## src/rtl/program_loader.sv

```systemverilog
// program_loader: receives a byte stream over a valid/ready handshake and
// assembles big-endian 20-bit instruction words. It writes the words to
// consecutive addresses of the 1024 x 20 program memory, starting at
// BASE_ADDR and wrapping from 1023 to 0. cpu_hold stays high for the whole
// load, and also after an aborted load, so a partial program never runs.
//
// Stream format:
//   HDR0 (count[9:8] in bits [1:0]), HDR1 (count[7:0]),
//   then count+1 words of three bytes each (B0 low nibble, B1, B2).
//
// Optional build macro PROGRAM_LOADER_CHECKSUM_EN adds a trailing checksum
// byte. The checksum is the XOR of both header bytes and every data byte.
// A mismatch ends the load in ERR. Words already written are kept.
module program_loader #(
    parameter logic [9:0] BASE_ADDR     = 10'd0,
    parameter bit         STRICT_NIBBLE = 1'b1
) (
    input  logic        clk,
    input  logic        rst,
    input  logic        start,
    input  logic        rx_valid,
    input  logic [7:0]  rx_data,
    output logic        rx_ready,
    output logic [9:0]  mem_addr,
    output logic [19:0] mem_wdata,
    output logic        mem_we,
    output logic        cpu_hold,
    output logic        busy,
    output logic        done,
    output logic        err
);

    typedef enum logic [3:0] {
        S_IDLE,
        S_HDR0,
        S_HDR1,
        S_B0,
        S_B1,
        S_B2,
        S_WRITE,
`ifdef PROGRAM_LOADER_CHECKSUM_EN
        S_CHK,
`endif
        S_DONE,
        S_ERR
    } state_t;

    state_t      state_reg, state_next;
    logic [9:0]  ptr_reg, ptr_next;              // address of the next word
    logic [9:0]  remaining_reg, remaining_next;  // words left after the current one
    logic [19:0] word_reg, word_next;            // word being assembled
`ifdef PROGRAM_LOADER_CHECKSUM_EN
    logic [7:0]  xor_reg, xor_next;              // running checksum
`endif

    logic        rx_ready_reg, mem_we_reg, cpu_hold_reg, busy_reg, done_reg, err_reg;
    logic [9:0]  mem_addr_reg;
    logic [19:0] mem_wdata_reg;
    logic        rx_ready_next, busy_next, hold_next;
    logic        xfer;

    assign rx_ready  = rx_ready_reg;
    assign mem_we    = mem_we_reg;
    assign mem_addr  = mem_addr_reg;
    assign mem_wdata = mem_wdata_reg;
    assign cpu_hold  = cpu_hold_reg;
    assign busy      = busy_reg;
    assign done      = done_reg;
    assign err       = err_reg;

    // A byte moves only when the registered ready and the sender's valid coincide.
    assign xfer = rx_valid && rx_ready_reg;

    // Next-state, pointer, counter and word-assembly logic.
    always_comb begin
        state_next     = state_reg;
        ptr_next       = ptr_reg;
        remaining_next = remaining_reg;
        word_next      = word_reg;
        case (state_reg)
            S_IDLE, S_DONE, S_ERR: begin
                if (start) begin
                    state_next     = S_HDR0;
                    ptr_next       = BASE_ADDR;
                    remaining_next = 10'd0;
                    word_next      = 20'd0;
                end
            end
            S_HDR0: begin
                if (xfer) begin
                    remaining_next = {rx_data[1:0], remaining_reg[7:0]};
                    state_next     = S_HDR1;
                end
            end
            S_HDR1: begin
                if (xfer) begin
                    remaining_next[7:0] = rx_data;
                    state_next          = S_B0;
                end
            end
            S_B0: begin
                if (xfer) begin
                    if (STRICT_NIBBLE && (rx_data[7:4] != 4'd0)) begin
                        state_next = S_ERR;
                    end else begin
                        word_next[19:16] = rx_data[3:0];
                        state_next       = S_B1;
                    end
                end
            end
            S_B1: begin
                if (xfer) begin
                    word_next[15:8] = rx_data;
                    state_next      = S_B2;
                end
            end
            S_B2: begin
                if (xfer) begin
                    word_next[7:0] = rx_data;
                    state_next     = S_WRITE;
                end
            end
            S_WRITE: begin
                ptr_next = ptr_reg + 10'd1;
                if (remaining_reg == 10'd0) begin
`ifdef PROGRAM_LOADER_CHECKSUM_EN
                    state_next = S_CHK;
`else
                    state_next = S_DONE;
`endif
                end else begin
                    remaining_next = remaining_reg - 10'd1;
                    state_next     = S_B0;
                end
            end
`ifdef PROGRAM_LOADER_CHECKSUM_EN
            S_CHK: begin
                if (xfer) begin
                    state_next = (rx_data == xor_reg) ? S_DONE : S_ERR;
                end
            end
`endif
            default: state_next = S_IDLE;
        endcase
    end

`ifdef PROGRAM_LOADER_CHECKSUM_EN
    // Running XOR: cleared on start, then folds in every header and data byte.
    always_comb begin
        xor_next = xor_reg;
        if ((state_reg == S_IDLE || state_reg == S_DONE || state_reg == S_ERR) && start)
            xor_next = 8'd0;
        else if (xfer && state_reg != S_CHK)
            xor_next = xor_reg ^ rx_data;
    end
`endif

    // Output values for the state being entered. The outputs are registered.
    always_comb begin
        rx_ready_next = 1'b0;
        busy_next     = 1'b1;
        hold_next     = 1'b1;
        case (state_next)
            S_HDR0, S_HDR1, S_B0, S_B1, S_B2: rx_ready_next = 1'b1;
`ifdef PROGRAM_LOADER_CHECKSUM_EN
            S_CHK: rx_ready_next = 1'b1;
`endif
            S_IDLE, S_DONE: begin
                busy_next = 1'b0;
                hold_next = 1'b0;
            end
            S_ERR: busy_next = 1'b0;
            default: ;
        endcase
    end

    // State and registered outputs. The async reset drops any partial word.
    always_ff @(posedge clk or posedge rst) begin
        if (rst) begin
            state_reg     <= S_IDLE;
            ptr_reg       <= BASE_ADDR;
            remaining_reg <= 10'd0;
            word_reg      <= 20'd0;
`ifdef PROGRAM_LOADER_CHECKSUM_EN
            xor_reg       <= 8'd0;
`endif
            rx_ready_reg  <= 1'b0;
            mem_we_reg    <= 1'b0;
            mem_addr_reg  <= BASE_ADDR;
            mem_wdata_reg <= 20'd0;
            cpu_hold_reg  <= 1'b0;
            busy_reg      <= 1'b0;
            done_reg      <= 1'b0;
            err_reg       <= 1'b0;
        end else begin
            state_reg     <= state_next;
            ptr_reg       <= ptr_next;
            remaining_reg <= remaining_next;
            word_reg      <= word_next;
`ifdef PROGRAM_LOADER_CHECKSUM_EN
            xor_reg       <= xor_next;
`endif
            rx_ready_reg  <= rx_ready_next;
            mem_we_reg    <= (state_next == S_WRITE);
            if (state_next == S_WRITE) begin
                mem_addr_reg  <= ptr_reg;
                mem_wdata_reg <= word_next;
            end
            cpu_hold_reg  <= hold_next;
            busy_reg      <= busy_next;
            done_reg      <= (state_next == S_DONE);
            err_reg       <= (state_next == S_ERR);
        end
    end

endmodule

```

## config.mk

```make
export PLATFORM = sky130hd
export DESIGN_NAME = program_loader
export DESIGN_NICKNAME = d
export VERILOG_FILES = /design/src/rtl/program_loader.sv
export SDC_FILE = /design/constraint.sdc
export NUM_CORES = 1
export LEC_CHECK = 0
export ABC_CLOCK_PERIOD_IN_PS = 2650
export CAP_MARGIN = 20
export CORE_ASPECT_RATIO = 0.7
export CORE_MARGIN = 2
export CORE_UTILIZATION = 55
export CTS_BUF_LIST = sky130_fd_sc_hd__clkbuf_8
export DETAILED_ROUTE_END_ITERATION = 12
export DONT_BUFFER_PORTS = 1
export PLACE_DENSITY = 0.69
export SLEW_MARGIN = 25
export SYNTH_ARGS = -nofsm -noshare
export SYNTH_HDL_FRONTEND = slang
export SYNTH_SLANG_ARGS = --single-unit
```

## constraint.sdc

```tcl
create_clock -name clk -period 2.65 [get_ports clk]
set_input_delay 0.265 -clock clk [delete_from_list [all_inputs] [get_ports clk]]
set_output_delay 0.265 -clock clk [all_outputs]
set_load 0.02 [all_outputs]
```

==> key figures <==
Critical path
  – CP Data Arrival Time: 2.59 ns
  – Critical path's slowest cell: dfrtp_1
  – Critical R2R Launch: remaining_reg[0]$_DFFE_PP0P_
  – CP Buf/Inv Count: 2
  – Startpoint types: flip-flop
  – Worst Reg-to-Reg Cells: 8
  – Worst R2R End: mem_wdata[17]$_DFFE_PP0P_
  – Crit Path Category: flip-flop to flip-flop
  – CP Max Fanout: 14
  – Crit-path cells: inv_1, ha_1, nor3b_2, nand4_2, a311oi_2, nand2_4, clkinv_2, mux2_2
  – Max stage delay on crit path: 0.39 ns
  – Worst path required time: 2.89 ns
  – CP endpoint kind: flip-flop
  – CP top delay family: simple AND/OR/NAND/NOR gates
  – Setup slack on the worst flop-to-flop path: 0.30 ns

Finish
  – Number of flip-flops in the largest register: 20
  – Share of layout cells above drive strength 1: 18.4%
  – Antenna fix cells: 0
  – Area growth syn-to-layout: 9.65%
  – Number of nets in the layout: 325

Run
  – Max cap viols: 0

Timing
  – Final setup viols: 0
  – Slew Viols, Final: 0
  – Final period util: 88.8%
  – Layout Skew: 0.0129 ns
  – Min Tclk post-route: 2.35 ns
  – Setup TNS: 0 ns
  – Worst-margin pin slew: 0.972 ns
  – Max_slew headroom: 34.9%
  – RSZ-0062 raised after global routing: no
  – Final hold vios: 0
  – Max Fclk: 0.425 GHz

Place
  – Final GP Congestion: 0.830
  – # port buffers: 0
  – DP HPWL: 5000 um

Yosys
  – Seq/Total Area, Yosys: 53.9%
  – Post-synth EDFFs: 0
  – Synth Net Count: 315
  – Prevailing post-synth register cell: dfrtp_1
  – Post-synthesis cell count: 300
  – Synth warn: 0
  – Yosys reg bits: 72
  – Syn avg cell area: 11.1 um2
  – Async SR Flop Fraction: 100%
  – Post-synth cell types: 51
  – Synth Cell Area: 3340 um2

Pwr
  – Power density over the cells: 1010 nW/um2
  – Leakage: 0.00178 uW
  – VDD IR max: 0.454 mV
  – Tot Pwr: 3690 uW

Drt
  – Routed wire per std cell: 18.3 um
  – DR top layer: met4
  – First-iteration detailed-routing DRC count: 173
  – Metal-1 WL: 3530 um
  – Via/cell ratio: 6.11
  – Detail Route met2 WL: 3050 um
  – Routed WL: 7140 um
  – Detail Route Antenna Nets: 0
  – Drc violations: 0
  – Met3 wire len: 490 um
  – First-pass detailed-route iteration total: 4
  – Via count: 2381

Clock tree
  – Clock Latency Late Sink: 0.35 ns
  – Worst-path clk slew: 0.08 ns
  – CTS H-tree lvls: 3
  – Clock sinks: 72
  – Clk root buf: clkbuf_8
  – Setup Fix Bufs, Post-CTS: 0
  – TritonCTS clock tree: yes
  – Total CTS buffers: 9
  – Clk buf depth: 2

Floorplanning
  – Num ports: 48
  – Initial core utilization: 57.8%
  – Die height: 69.2 um
  – Core Region: 5780 um2
  – DIE AREA: 6730 um2
  – Rows: 23
  – Die width: 97.2 um

GRT
  – Largest net degree at the start of global routing: 73
  – Antenna violations before repair: 0
  – First-pass GRT wire length: 12200 um
  – Grt total ovfl: 0
  – GR Util All Layers: 22.9%
  – Vias in the first global route: 2299

Worst hold path
  – Hold Crit Start: rx_data[7]
  – Hold path depth: 2
  – Hold EP: word_reg[15]$_DFF_PP0_
  – Hold Path Class: input pin to flip-flop

Status
  – Status: finished clean
==> kinds of logic (layout without fill, tap and decap cells) <==
logic type                 after synthesis  after routing  synth area share (%)
AOI/OAI and AO/OA                       64             64                  12.3
xor gates and xnor gates                 2              2                 0.524
adders and majority gates                3              3                  1.12
buffers and inverters                   22             37                  3.33
DFF                                     72             72                  53.9
muxes                                   30             30                  11.2
and+or+nand+nor                        107            107                  17.6
==> where the power goes <==
| part | internal, uW | total (uW) | switching, uW | leakage (uW) |
|---|---|---|---|---|
| Sequential | 1350 | 1790 | 435 | 0.000961 |
| Combinational | 477 | 1040 | 566 | 0.000722 |
| Clock | 436 | 863 | 427 | 0.0000974 |
| Total | 2270 | 3690 | 1430 | 0.00178 |
==> worst register-to-register path, delay by kind of cell, from the launching register on <==
kind	cells	cell delay [ns]
AO/OA/AOI/OAI	1	0.36
adder cells (fa/ha/maj)	1	0.15
buffers and inverters	2	0.39
flip-flops	1	0.39
multiplexers	1	0.37
AND/OR/NAND/NOR	3	0.58
==> per-layer routing <==
layer	global-route usage, %	up-vias
met3	7.06	11
li1	-	1103
met1	34.5	1179
met5	0	-
met2	32.3	88
met4	6.10	0
==> worst max-delay path by stage <==
| stage | slack, ns | from | cells after the start | endpoint |
|---|---|---|---|---|
| 2_1_floorplan | 0.46 | remaining_reg[0]$_DFFE_PP0P_ | 9 | mem_addr[9]$_DFFE_PP0P_ |
| 3_3_place_gp | 0.26 | remaining_reg[0]$_DFFE_PP0P_ | 8 | mem_wdata[17]$_DFFE_PP0P_ |
| 3_5_place_dp | 0.15 | remaining_reg[0]$_DFFE_PP0P_ | 8 | mem_wdata[17]$_DFFE_PP0P_ |
| 4_1_cts | 0.12 | remaining_reg[0]$_DFFE_PP0P_ | 8 | mem_wdata[17]$_DFFE_PP0P_ |
| 6_report | 0.30 | remaining_reg[0]$_DFFE_PP0P_ | 8 | mem_wdata[17]$_DFFE_PP0P_ |
| 5_1_grt | 0.11 | remaining_reg[0]$_DFFE_PP0P_ | 8 | mem_wdata[9]$_DFFE_PP0P_ |
==> metrics by stage <==
step	util, %	instances	area [um2]	hold WS [ns]	worst slack [ns]
6_report	63.4	390	3670	0.0399	0.296
4_1_cts	63.3	390	3660	0.0307	0.118
3_3_place_gp	59.7	373	3460	0.261	0.258
5_1_grt	63.4	390	3670	0.0395	0.109
3_5_place_dp	59.7	373	3460	0.263	0.151
2_1_floorplan	-	300	3340	0.387	0.456
==> Yosys cell counts, drive strengths merged (4+ instances only) <==
| library cell | n | area, um2 |
|---|---|---|
| inv | 9 | 33.8 |
| buf | 9 | 62.6 |
| mux2 | 30 | 375 |
| nor3 | 5 | 25.0 |
| o31ai | 6 | 45.0 |
| nor2 | 20 | 75.1 |
| nor4 | 6 | 65.1 |
| dfrtp | 72 | 1800 |
| nor3b | 4 | 30.0 |
| nand3 | 21 | 105 |
| clkbuf | 4 | 15.0 |
| a22oi | 4 | 30.0 |
| nand2 | 29 | 116 |
| a21oi | 10 | 50.1 |
| a22o | 4 | 35.0 |
| o21ai | 24 | 120 |
==> cell usage in the layout, fill, tap and decap left out, drive strengths merged, types with 3 or more instances in the layout <==
cell type | synthesis | layout
and3 | 3 | 3
clkbuf | 4 | 9
nand3 | 21 | 21
o21ai | 24 | 24
a22o | 4 | 4
mux2 | 30 | 30
buf | 9 | 11
nand2 | 29 | 29
inv | 9 | 11
and2 | 3 | 3
nor4 | 6 | 6
o31ai | 6 | 6
a21oi | 10 | 10
dfrtp | 72 | 72
nor2 | 20 | 20
a22oi | 4 | 4
ha | 3 | 3
nor3b | 4 | 4
o211ai | 3 | 3
nor3 | 5 | 5
==> timing repair <==
action / 4_1_cts / 5_1_grt
resized for setup: 0 / 2
endpoints found under the setup margin: 0 / 13
endpoints found under the hold margin: 72 / 0
hold buffers: 1 / 0
==> cell type report <==
cell class	count	area [um2]
fill	465	2120
sequential	72	1800
multi-input combinational	206	1440
clock buffer	9	124
timing repair buffer	12	105
tap	75	93.8
clock inverter	7	71.3
inverter	9	35.0
No activity file was read; power rests on OpenSTA's default activity.
